==> src/rtl/hazard_pkg.sv <==
// Shared constants and types for the pipeline hazard controller:
// forwarding selects, mult/div sequencer states and the register-match helper.
package hazard_pkg;

    localparam logic [1:0] FWD_RF  = 2'b00;
    localparam logic [1:0] FWD_WB  = 2'b01;
    localparam logic [1:0] FWD_MEM = 2'b10;

    localparam logic [4:0] REG_ZERO = 5'd0;

    typedef enum logic {
        ST_RUN     = 1'b0,
        ST_MD_BUSY = 1'b1
    } md_state_e;

    // $zero is hardwired, so a write to it never creates a dependency.
    function automatic logic reg_match(input logic [4:0] dst, input logic [4:0] src);
        return (dst != REG_ZERO) && (dst == src);
    endfunction

endpackage

==> src/rtl/hazard_ctrl_if.sv <==
// Stage-register fields read from the datapath and the stall/flush/forward
// controls driven back into it.
interface hazard_ctrl_if;

    logic [4:0] rs_D, rt_D;
    logic       use_rs_D, use_rt_D, md_use_D;
    logic [4:0] rs_E, rt_E, dst_E;
    logic       RegWr_E, MemtoReg_E, md_start_E;
    logic [4:0] dst_M;
    logic       RegWr_M, MemtoReg_M, br_taken_M;
    logic [4:0] dst_W;
    logic       RegWr_W;

    logic        stall_F, stall_D;
    logic        flush_D, flush_E, flush_M;
    logic [1:0]  fwdA_E, fwdB_E;
    logic        md_busy, md_go;
    logic [31:0] stall_cnt;

    modport master (
        output rs_D, rt_D, use_rs_D, use_rt_D, md_use_D,
        output rs_E, rt_E, dst_E, RegWr_E, MemtoReg_E, md_start_E,
        output dst_M, RegWr_M, MemtoReg_M, br_taken_M,
        output dst_W, RegWr_W,
        input  stall_F, stall_D, flush_D, flush_E, flush_M,
        input  fwdA_E, fwdB_E, md_busy, md_go, stall_cnt
    );

    modport slave (
        input  rs_D, rt_D, use_rs_D, use_rt_D, md_use_D,
        input  rs_E, rt_E, dst_E, RegWr_E, MemtoReg_E, md_start_E,
        input  dst_M, RegWr_M, MemtoReg_M, br_taken_M,
        input  dst_W, RegWr_W,
        output stall_F, stall_D, flush_D, flush_E, flush_M,
        output fwdA_E, fwdB_E, md_busy, md_go, stall_cnt
    );

endinterface

==> src/rtl/hazard_ctrl_md_seq.sv <==
// Mult/div busy sequencer: after an accepted start it stays busy for exactly
// MD_LATENCY cycles, counting md_cnt down to zero.
module md_seq
    import hazard_pkg::*;
#(
    parameter int MD_LATENCY = 32,
    parameter int CNT_W      = 8
) (
    input  logic clk,
    input  logic rst_n,
    input  logic md_go,
    output logic md_busy
);

    md_state_e        state_q, state_d;
    logic [CNT_W-1:0] md_cnt_q, md_cnt_d;

    // NOTE: state registers use non-blocking assignments so every flop
    // samples pre-edge values regardless of process evaluation order.
    always_ff @(posedge clk) begin
        if (!rst_n) begin
            state_q  <= ST_RUN;
            md_cnt_q <= '0;
        end else begin
            state_q  <= state_d;
            md_cnt_q <= md_cnt_d;
        end
    end

    // NOTE: defaults first, so no path through the case leaves a variable
    // unassigned and a latch can never be inferred.
    always_comb begin
        state_d  = state_q;
        md_cnt_d = md_cnt_q;
        unique case (state_q)
            ST_RUN: begin
                if (md_go) begin
                    md_cnt_d = CNT_W'(MD_LATENCY - 1);
                    state_d  = ST_MD_BUSY;
                end
            end
            ST_MD_BUSY: begin
                if (md_cnt_q == '0) state_d = ST_RUN;
                else                md_cnt_d = md_cnt_q - CNT_W'(1);
            end
            default: state_d = ST_RUN;
        endcase
    end

    assign md_busy = (state_q == ST_MD_BUSY);

endmodule

==> src/rtl/hazard_ctrl.sv <==
// 5-stage MIPS pipeline controller: operand forwarding, load-use and mult/div
// stalls, MEM-stage branch flushes and a stall-cycle performance counter.
module hazard_ctrl
    import hazard_pkg::*;
#(
    parameter int MD_LATENCY = 32,
    parameter int CNT_W      = 8
) (
    input  logic          clk,
    input  logic          rst_n,
    hazard_ctrl_if.slave  hif
);

    logic        md_go_raw, md_busy_q;
    logic        lu, md_hz, hz;
    logic        stall_f, stall_d, flush_d, flush_e, flush_m;
    logic [31:0] stall_cnt_q;

    assign md_go_raw = hif.md_start_E && !hif.br_taken_M;

    md_seq #(
        .MD_LATENCY (MD_LATENCY),
        .CNT_W      (CNT_W)
    ) u_md_seq (
        .clk     (clk),
        .rst_n   (rst_n),
        .md_go   (md_go_raw),
        .md_busy (md_busy_q)
    );

    // A load still in EX or MEM cannot supply its value to ID in time.
    always_comb begin
        lu = 1'b0;
        if (hif.use_rs_D && hif.RegWr_E && hif.MemtoReg_E && reg_match(hif.dst_E, hif.rs_D)) lu = 1'b1;
        if (hif.use_rt_D && hif.RegWr_E && hif.MemtoReg_E && reg_match(hif.dst_E, hif.rt_D)) lu = 1'b1;
        if (hif.use_rs_D && hif.RegWr_M && hif.MemtoReg_M && reg_match(hif.dst_M, hif.rs_D)) lu = 1'b1;
        if (hif.use_rt_D && hif.RegWr_M && hif.MemtoReg_M && reg_match(hif.dst_M, hif.rt_D)) lu = 1'b1;
    end

    assign md_hz = hif.md_use_D && (md_busy_q || md_go_raw);
    assign hz    = lu || md_hz;

    always_comb begin
        stall_f = 1'b0;
        stall_d = 1'b0;
        flush_d = 1'b0;
        flush_e = 1'b0;
        flush_m = 1'b0;
        if (!rst_n) begin
            flush_d = 1'b1;
            flush_e = 1'b1;
            flush_m = 1'b1;
        end else if (hif.br_taken_M) begin
            flush_d = 1'b1;
            flush_e = 1'b1;
            flush_m = 1'b1;
        end else if (hz) begin
            stall_f = 1'b1;
            stall_d = 1'b1;
            flush_e = 1'b1;
        end
    end

    // Loads in MEM are excluded: their data only exists from WB onward.
    always_comb begin
        hif.fwdA_E = FWD_RF;
        hif.fwdB_E = FWD_RF;
        if (rst_n) begin
            if (hif.RegWr_M && !hif.MemtoReg_M && reg_match(hif.dst_M, hif.rs_E)) hif.fwdA_E = FWD_MEM;
            else if (hif.RegWr_W && reg_match(hif.dst_W, hif.rs_E))               hif.fwdA_E = FWD_WB;
            if (hif.RegWr_M && !hif.MemtoReg_M && reg_match(hif.dst_M, hif.rt_E)) hif.fwdB_E = FWD_MEM;
            else if (hif.RegWr_W && reg_match(hif.dst_W, hif.rt_E))               hif.fwdB_E = FWD_WB;
        end
    end

    always_ff @(posedge clk) begin
        if (!rst_n)       stall_cnt_q <= '0;
        else if (stall_f) stall_cnt_q <= stall_cnt_q + 32'd1;
    end

    assign hif.stall_F   = stall_f;
    assign hif.stall_D   = stall_d;
    assign hif.flush_D   = flush_d;
    assign hif.flush_E   = flush_e;
    assign hif.flush_M   = flush_m;
    assign hif.md_go     = md_go_raw && rst_n;
    assign hif.md_busy   = md_busy_q && rst_n;
    assign hif.stall_cnt = rst_n ? stall_cnt_q : 32'd0;

endmodule

==> src/flat_wrapper.sv <==
// flat-port wrapper written by rule: the top's interface ports become plain ports
module hazard_ctrl_flat import hazard_pkg::*;
#(
    parameter int MD_LATENCY = 32,
    parameter int CNT_W      = 8
)
  (clk, rst_n, hif_rs_D, hif_rt_D, hif_use_rs_D, hif_use_rt_D, hif_md_use_D, hif_rs_E, hif_rt_E, hif_dst_E, hif_RegWr_E, hif_MemtoReg_E, hif_md_start_E, hif_dst_M, hif_RegWr_M, hif_MemtoReg_M, hif_br_taken_M, hif_dst_W, hif_RegWr_W, hif_stall_F, hif_stall_D, hif_flush_D, hif_flush_E, hif_flush_M, hif_fwdA_E, hif_fwdB_E, hif_md_busy, hif_md_go, hif_stall_cnt);
  hazard_ctrl_if hif_i ();
  input  logic clk;
  input  logic rst_n;
  input wire logic [$bits(hif_i.rs_D)-1:0] hif_rs_D;
  input wire logic [$bits(hif_i.rt_D)-1:0] hif_rt_D;
  input wire logic [$bits(hif_i.use_rs_D)-1:0] hif_use_rs_D;
  input wire logic [$bits(hif_i.use_rt_D)-1:0] hif_use_rt_D;
  input wire logic [$bits(hif_i.md_use_D)-1:0] hif_md_use_D;
  input wire logic [$bits(hif_i.rs_E)-1:0] hif_rs_E;
  input wire logic [$bits(hif_i.rt_E)-1:0] hif_rt_E;
  input wire logic [$bits(hif_i.dst_E)-1:0] hif_dst_E;
  input wire logic [$bits(hif_i.RegWr_E)-1:0] hif_RegWr_E;
  input wire logic [$bits(hif_i.MemtoReg_E)-1:0] hif_MemtoReg_E;
  input wire logic [$bits(hif_i.md_start_E)-1:0] hif_md_start_E;
  input wire logic [$bits(hif_i.dst_M)-1:0] hif_dst_M;
  input wire logic [$bits(hif_i.RegWr_M)-1:0] hif_RegWr_M;
  input wire logic [$bits(hif_i.MemtoReg_M)-1:0] hif_MemtoReg_M;
  input wire logic [$bits(hif_i.br_taken_M)-1:0] hif_br_taken_M;
  input wire logic [$bits(hif_i.dst_W)-1:0] hif_dst_W;
  input wire logic [$bits(hif_i.RegWr_W)-1:0] hif_RegWr_W;
  output wire logic [$bits(hif_i.stall_F)-1:0] hif_stall_F;
  output wire logic [$bits(hif_i.stall_D)-1:0] hif_stall_D;
  output wire logic [$bits(hif_i.flush_D)-1:0] hif_flush_D;
  output wire logic [$bits(hif_i.flush_E)-1:0] hif_flush_E;
  output wire logic [$bits(hif_i.flush_M)-1:0] hif_flush_M;
  output wire logic [$bits(hif_i.fwdA_E)-1:0] hif_fwdA_E;
  output wire logic [$bits(hif_i.fwdB_E)-1:0] hif_fwdB_E;
  output wire logic [$bits(hif_i.md_busy)-1:0] hif_md_busy;
  output wire logic [$bits(hif_i.md_go)-1:0] hif_md_go;
  output wire logic [$bits(hif_i.stall_cnt)-1:0] hif_stall_cnt;
  assign hif_i.rs_D = hif_rs_D;
  assign hif_i.rt_D = hif_rt_D;
  assign hif_i.use_rs_D = hif_use_rs_D;
  assign hif_i.use_rt_D = hif_use_rt_D;
  assign hif_i.md_use_D = hif_md_use_D;
  assign hif_i.rs_E = hif_rs_E;
  assign hif_i.rt_E = hif_rt_E;
  assign hif_i.dst_E = hif_dst_E;
  assign hif_i.RegWr_E = hif_RegWr_E;
  assign hif_i.MemtoReg_E = hif_MemtoReg_E;
  assign hif_i.md_start_E = hif_md_start_E;
  assign hif_i.dst_M = hif_dst_M;
  assign hif_i.RegWr_M = hif_RegWr_M;
  assign hif_i.MemtoReg_M = hif_MemtoReg_M;
  assign hif_i.br_taken_M = hif_br_taken_M;
  assign hif_i.dst_W = hif_dst_W;
  assign hif_i.RegWr_W = hif_RegWr_W;
  assign hif_stall_F = hif_i.stall_F;
  assign hif_stall_D = hif_i.stall_D;
  assign hif_flush_D = hif_i.flush_D;
  assign hif_flush_E = hif_i.flush_E;
  assign hif_flush_M = hif_i.flush_M;
  assign hif_fwdA_E = hif_i.fwdA_E;
  assign hif_fwdB_E = hif_i.fwdB_E;
  assign hif_md_busy = hif_i.md_busy;
  assign hif_md_go = hif_i.md_go;
  assign hif_stall_cnt = hif_i.stall_cnt;
  hazard_ctrl #(.MD_LATENCY(MD_LATENCY), .CNT_W(CNT_W)) u_core (.clk(clk), .rst_n(rst_n), .hif(hif_i));
endmodule
==> config.mk <==
export PLATFORM = sky130hd
export DESIGN_NAME = hazard_ctrl_flat
export DESIGN_NICKNAME = d
export VERILOG_FILES = /design/src/rtl/hazard_pkg.sv /design/src/rtl/hazard_ctrl_if.sv /design/src/rtl/hazard_ctrl_md_seq.sv /design/src/rtl/hazard_ctrl.sv /design/src/flat_wrapper.sv
export SDC_FILE = /design/constraint.sdc
export NUM_CORES = 1
export LEC_CHECK = 0
export ABC_AREA = 1
export CAP_MARGIN = 20
export CORE_ASPECT_RATIO = 0.7
export CORE_MARGIN = 8
export CORE_UTILIZATION = 55
export DETAILED_ROUTE_END_ITERATION = 16
export PLACE_DENSITY = 0.87
export SETUP_SLACK_MARGIN = 0.2
export SYNTH_ARGS = -nofsm -noshare
export SYNTH_HDL_FRONTEND = slang
export SYNTH_HIERARCHICAL = 1
export SYNTH_SLANG_ARGS = --single-unit
==> constraint.sdc <==
create_clock -name clk -period 3.6 [get_ports clk]
set_clock_uncertainty 0.2 [all_clocks]
set_input_delay 0.72 -clock clk [delete_from_list [all_inputs] [get_ports clk]]
set_output_delay 0.72 -clock clk [all_outputs]
set_load 0.01 [all_outputs]
Yosys cells after proc, flatten, opt, wreduce, memory -nomap -nowiden

Cells that the tools add are included.

Logic and storage cells: 78
Register bits after elaboration: 41
Output and inout port bits: 43

Equal/unequal tests: 10
Bitwise logic cells: 1
$add $sub $neg: 2
Reductions and logical operators: 38
Mux-type cells: 24

Operators by type and width:

| operator                | number |
|---|---|
| $eq A5 B5 Y1            | 8 |
| $add A32 B1 Y32 const B | 1 |
| $mux W32                | 1 |
| $logic_and A1 B1 Y1     | 29 |
| $mux W8                 | 2 |
| $pmux W8 S2             | 1 |
| $mux W1                 | 15 |
| $reduce_bool A5 Y1      | 3 |
| $logic_not A8 Y1        | 1 |
| $mux W2                 | 4 |
| $sub A8 B1 Y8 const B   | 1 |
| $logic_not A1 Y1        | 2 |
| $logic_or A1 B1 Y1      | 2 |
| $ne A2 B1 Y1 const B    | 1 |
| $ne A2 B2 Y1 const B    | 1 |
| $pmux W1 S2             | 1 |
| $reduce_and A2 Y1       | 1 |
| $not A1 Y1              | 1 |

Longest topological paths before layout

Depth in word-level cells: 11
Gate-level depth with buffers: 12

Cells and area by module

Netlist, hierarchy kept.

By module, submodules not included:

| module      | sequential area each (um^2) | area each (um^2) | cells each | times used |
|---|---|---|---|---|
| hazard_ctrl | 640.6                       | 3193.1           | 576        | 1 |
| md_seq      | 180.2                       | 523.0            | 81         | 1 |

Least setup slack after synthesis

Ideal clock, no wire load.

Path type: input -> output
Start: input rst_n
End: output hif_md_go
Path slack: 1.063 ns
Arrival time: 1.617 ns
Data required time: 2.680 ns
Stages: 6
Cell sequence: buf_2 > inv_2 > nor2_1 > buf_4 > inv_2 > nor2_1

Cells in the longest elaborated chain, start to end: 1

RTL lines:

| element             | line               | RTL |
|---|---|---|
| from (decl)         | flat_wrapper.sv:10 | `input logic rst_n;` |
| $logic_and A1 B1 Y1 | hazard_ctrl.sv:86  | `assign hif.md_go = md_go_raw && rst_n;` |
| to (decl)           | flat_wrapper.sv:36 | `output wire logic [$bits(hif_i.md_go)-1:0] hif_md_go;` |

Every way passes these cells.

Final worst setup path

Start: input hif_rs_D[3]
End: output hif_stall_F

Cells in the longest elaborated chain, start to end: 11
Elaborated cells between the ends (all ways): 14

RTL lines:

| element              | line               | RTL |
|---|---|---|
| from (decl)          | flat_wrapper.sv:11 | `input wire logic [$bits(hif_i.rs_D)-1:0] hif_rs_D;` |
| $eq A5 B5 Y1         | hazard_pkg.sv:18   | `return (dst != REG_ZERO) && (dst == src);` |
| $logic_and A1 B1 Y1  | hazard_pkg.sv:18   |  |
| $logic_and A1 B1 Y1  | hazard_ctrl.sv:34  | `if (hif.use_rs_D && hif.RegWr_E && hif.MemtoReg_E && reg_match(hif.dst_E, hif.rs_D)) lu = 1'b1;` |
| $mux W1              | hazard_ctrl.sv:34  |  |
| $mux W1              | hazard_ctrl.sv:35  | `if (hif.use_rt_D && hif.RegWr_E && hif.MemtoReg_E && reg_match(hif.dst_E, hif.rt_D)) lu = 1'b1;` |
| $mux W1 *            | hazard_ctrl.sv:36  | `if (hif.use_rs_D && hif.RegWr_M && hif.MemtoReg_M && reg_match(hif.dst_M, hif.rs_D)) lu = 1'b1;` |
| $mux W1 *            | hazard_ctrl.sv:37  | `if (hif.use_rt_D && hif.RegWr_M && hif.MemtoReg_M && reg_match(hif.dst_M, hif.rt_D)) lu = 1'b1;` |
| $logic_or A1 B1 Y1 * | hazard_ctrl.sv:41  | `assign hz = lu \|\| md_hz;` |
| $mux W1 *            | hazard_ctrl.sv:57  | `end else if (hz) begin` |
| $mux W1 *            | hazard_ctrl.sv:53  | `end else if (hif.br_taken_M) begin` |
| $mux W1 *            | hazard_ctrl.sv:49  | `if (!rst_n) begin` |
| to (decl)            | flat_wrapper.sv:28 | `output wire logic [$bits(hif_i.stall_F)-1:0] hif_stall_F;` |

Every way passes the cells marked *; elsewhere a longest branch is shown, timed or not.

==> qor.yml <==
areaGrowthSynthToFinish_pct: 29.8
max_cap_viol_count: 0
hold_violations: 0
via_per_inst: 5.37
crit_fanout: 3
wl_per_cell_um: 14.8
placed_area_mm2: 0.00467
drt_iter0_markers: 508
leakage_nw: 2.27
clkTransAtPathRegs_ns: 0.08
start_util_pct: 56.0
hold_depth: 2
die-height_um: 84.8
design_area_mm2: 0.00482
io_pins: 90
final_util_pct: 72.8
crit_arrival_ns: 2.42
fin_nets: 795
cts_tree: "done"
syn_avg_cell_area_um2: 5.66
path_class: "input pin to output pin"
cts_num_sinks: 41
worst_skew_pair.late_latency_ns: 0.30
synth.distinct_cells: 36
final_antenna_net_count: 0
wl_mm: 12.5
ir_drop_v: 0.000210
end_kind: "output pin"
syn-num-nets: 707
root_buffer: "clkbuf_8"
ys_seq_area_share_pct: 22.1
ys_ff_latch: 41
synth_ff_type: "dfxtp_1"
power.density_mw_per_mm2: 239
synth_edf_count: 0
finalCritPeriodShare_pct: 92.7
htree_num_levels: 2
dp.cells: 831
grtUsageTotal_pct: 24.6
synth.area.top_cells: "nand2_1 (24%), dfxtp_1 (22%), inv_1 (9.1%), nor2_1 (7.5%), nand3_1 (7.1%)"
grt_pass1_vias: 3972
worst_pin_slew_ns: 0.439
cts_buffer_depth: 2
firstDrtPassIters: 7
grt_overflow: 0
ff_latch_area_um2: 821
antenna_found_initial: 0
finalSetupViolCount: 0
maxSlewViolCount: 0
critPathRequiredTime_ns: 2.68
multiInputGateArea_mm2: 0.00242
slew-limit-headroom_pct: 70.5
drc: 0
synth_area_leader_cell: "nand2_1"
grt_max_degree: 33
grt_pass1_wl_mm: 19.5
cp-start-kind: "input pin"
antenna_cells: 0
tns_ns: 0
cts_made_buffers: 5
rows: 25
synth_top_area_share_pct: 23.9
synthesis.area_mm2: 0.00372
rr_worst_depth: 8
core_area_mm2: 0.00663
gp_congestion: 1.00
rsz0062_at_grt: "no"
ys_async_sr_fraction_pct: 0
period_needed_ns: 3.34
die_w_um: 114
outcome: "completed"
ys_warn_count: 6
hold_path_class: "flip-flop to flip-flop"
instances_no_fill: 840
io_buffer_count: 89
drive_gt1_share_pct: 8.71
fp.dieArea_mm2: 0.00968
cts_hold_repair.buffers: 0
nFillCells: 603
synth_cells: 657
fmax_ghz: 0.300
dpl.hpwl_mm: 9.81
num_vias: 4509
## metrics by stage
step           power, mW  hold slack, ns  setup WS (ns)
6_report            1.15           0.288          0.263
3_3_place_gp       0.755           0.238        -0.0141
2_1_floorplan      0.652           0.228           1.06
3_5_place_dp       0.764           0.279         0.0104
4_1_cts             1.15           0.292          0.224
5_1_grt             1.20           0.293          0.201
## state kept, by name (all words and copies together), names as in the netlist
register,count
u_core/u_md_seq/md_cnt_q,8
u_core/u_md_seq/md_busy,1
u_core/stall_cnt_q,32
## power by group
group / total [mW] / leakage, nW / internal [mW] / switching [mW]
logic: 0.283 / 1.88 / 0.113 / 0.170
clock network: 0.393 / 0.0585 / 0.226 / 0.167
registers: 0.478 / 0.332 / 0.464 / 0.0139
## Yosys cell counts (3+ instances only)
cell type  instances
o21ai_1            4
nand3_1           53
ha_1               3
xnor2_1            8
clkbuf_1           4
dfxtp_1           41
inv_1             90
o21ai_0            4
nand2_2            5
buf_1              3
nor2_1            74
buf_4              7
nand2_1          237
buf_2              3
nand3b_1           9
nand4_1            7
nand3_2           10
inv_2             11
xor2_1            15
nor3_1            14
nor2_2             3
a21oi_2           10
a21oi_1           26
## area by class of cell
class,instances,area share [%]
clock buffer,7,1.79
clock inverter,1,0.622
inverter,101,7.86
multi-input combinational,496,50.1
sequential,41,17.0
tap,94,2.44
timing repair buffer,100,20.2
## cell families (layout without fill, tap and decap cells)
kind of cell    after synthesis  in the layout  synth area share, %
fa+ha+maj                     3              3                 1.01
buf+inv                     120            209                 13.7
flops                        41             41                 22.1
simple gates                419            419                 49.2
xor+xnor                     23             23                 5.42
compound gates               51             51                 8.65
## cell usage in the layout, fill, tap and decap left out, drive strengths merged, types with 2 or more instances in the layout
master         netlist  layout
dfxtp               41      41
nor3                16      16
ha                   3       3
nor4                 2       2
inv                101     101
nand3               64      64
dlymetal6s2s         0       5
a21oi               36      36
nand2              242     242
nand4                7       7
dlygate4sd2          0       9
nand3b               9       9
o21ai                9       9
clkdlybuf4s50        0      73
nor2                77      77
xnor2                8       8
buf                 15      11
xor2                15      15
clkdlybuf4s15        0       2
clkbuf               4       7
a221oi               2       2
## final timing paths
| path | slack (ns) | endpoint | startpoint |
|---|---|---|---|
| worst min-delay path | 0.29 | u_core/u_md_seq/md_cnt_q[1]$_SDFFE_PN0P_ | u_core/u_md_seq/md_cnt_q[1]$_SDFFE_PN0P_ |
| worst min register to register | 0.29 | u_core/u_md_seq/md_cnt_q[1]$_SDFFE_PN0P_ | u_core/u_md_seq/md_cnt_q[1]$_SDFFE_PN0P_ |
| worst max-delay path | 0.26 | hif_stall_F | hif_rs_D[3] |
| worst max register to register | 1.29 | u_core/stall_cnt_q[16]$_SDFFE_PN0P_ | u_core/stall_cnt_q[0]$_SDFFE_PN0P_ |
## repair_timing
item | CTS | global route
cloned | 0 | 0
setup endpoints to repair | 7 | 6
setup buffers | 1 | 0
gates resized for setup | 13 | 9
pin swaps | 1 | 2
## critical path, cell delays in order
cell,delay (ns)
clkdlybuf4s50_1,0.51
inv_1,0.07
nand2_1,0.12
nand2_1,0.06
nor2_1,0.09
nand3_1,0.12
nand2_1,0.10
nand2_1,0.10
nand3_4,0.10
nand2_2,0.06
inv_1,0.09
dlygate4sd2_1,0.28
## routing by layer
metal	vias up	routed length, um	track usage (%)
li1	2214	-	-
met1	2009	5720	33.2
met5	-	0	0
met2	259	5150	37.7
met4	0	162	5.78
met3	27	1430	6.73
(Power assumes the default switching activity.)
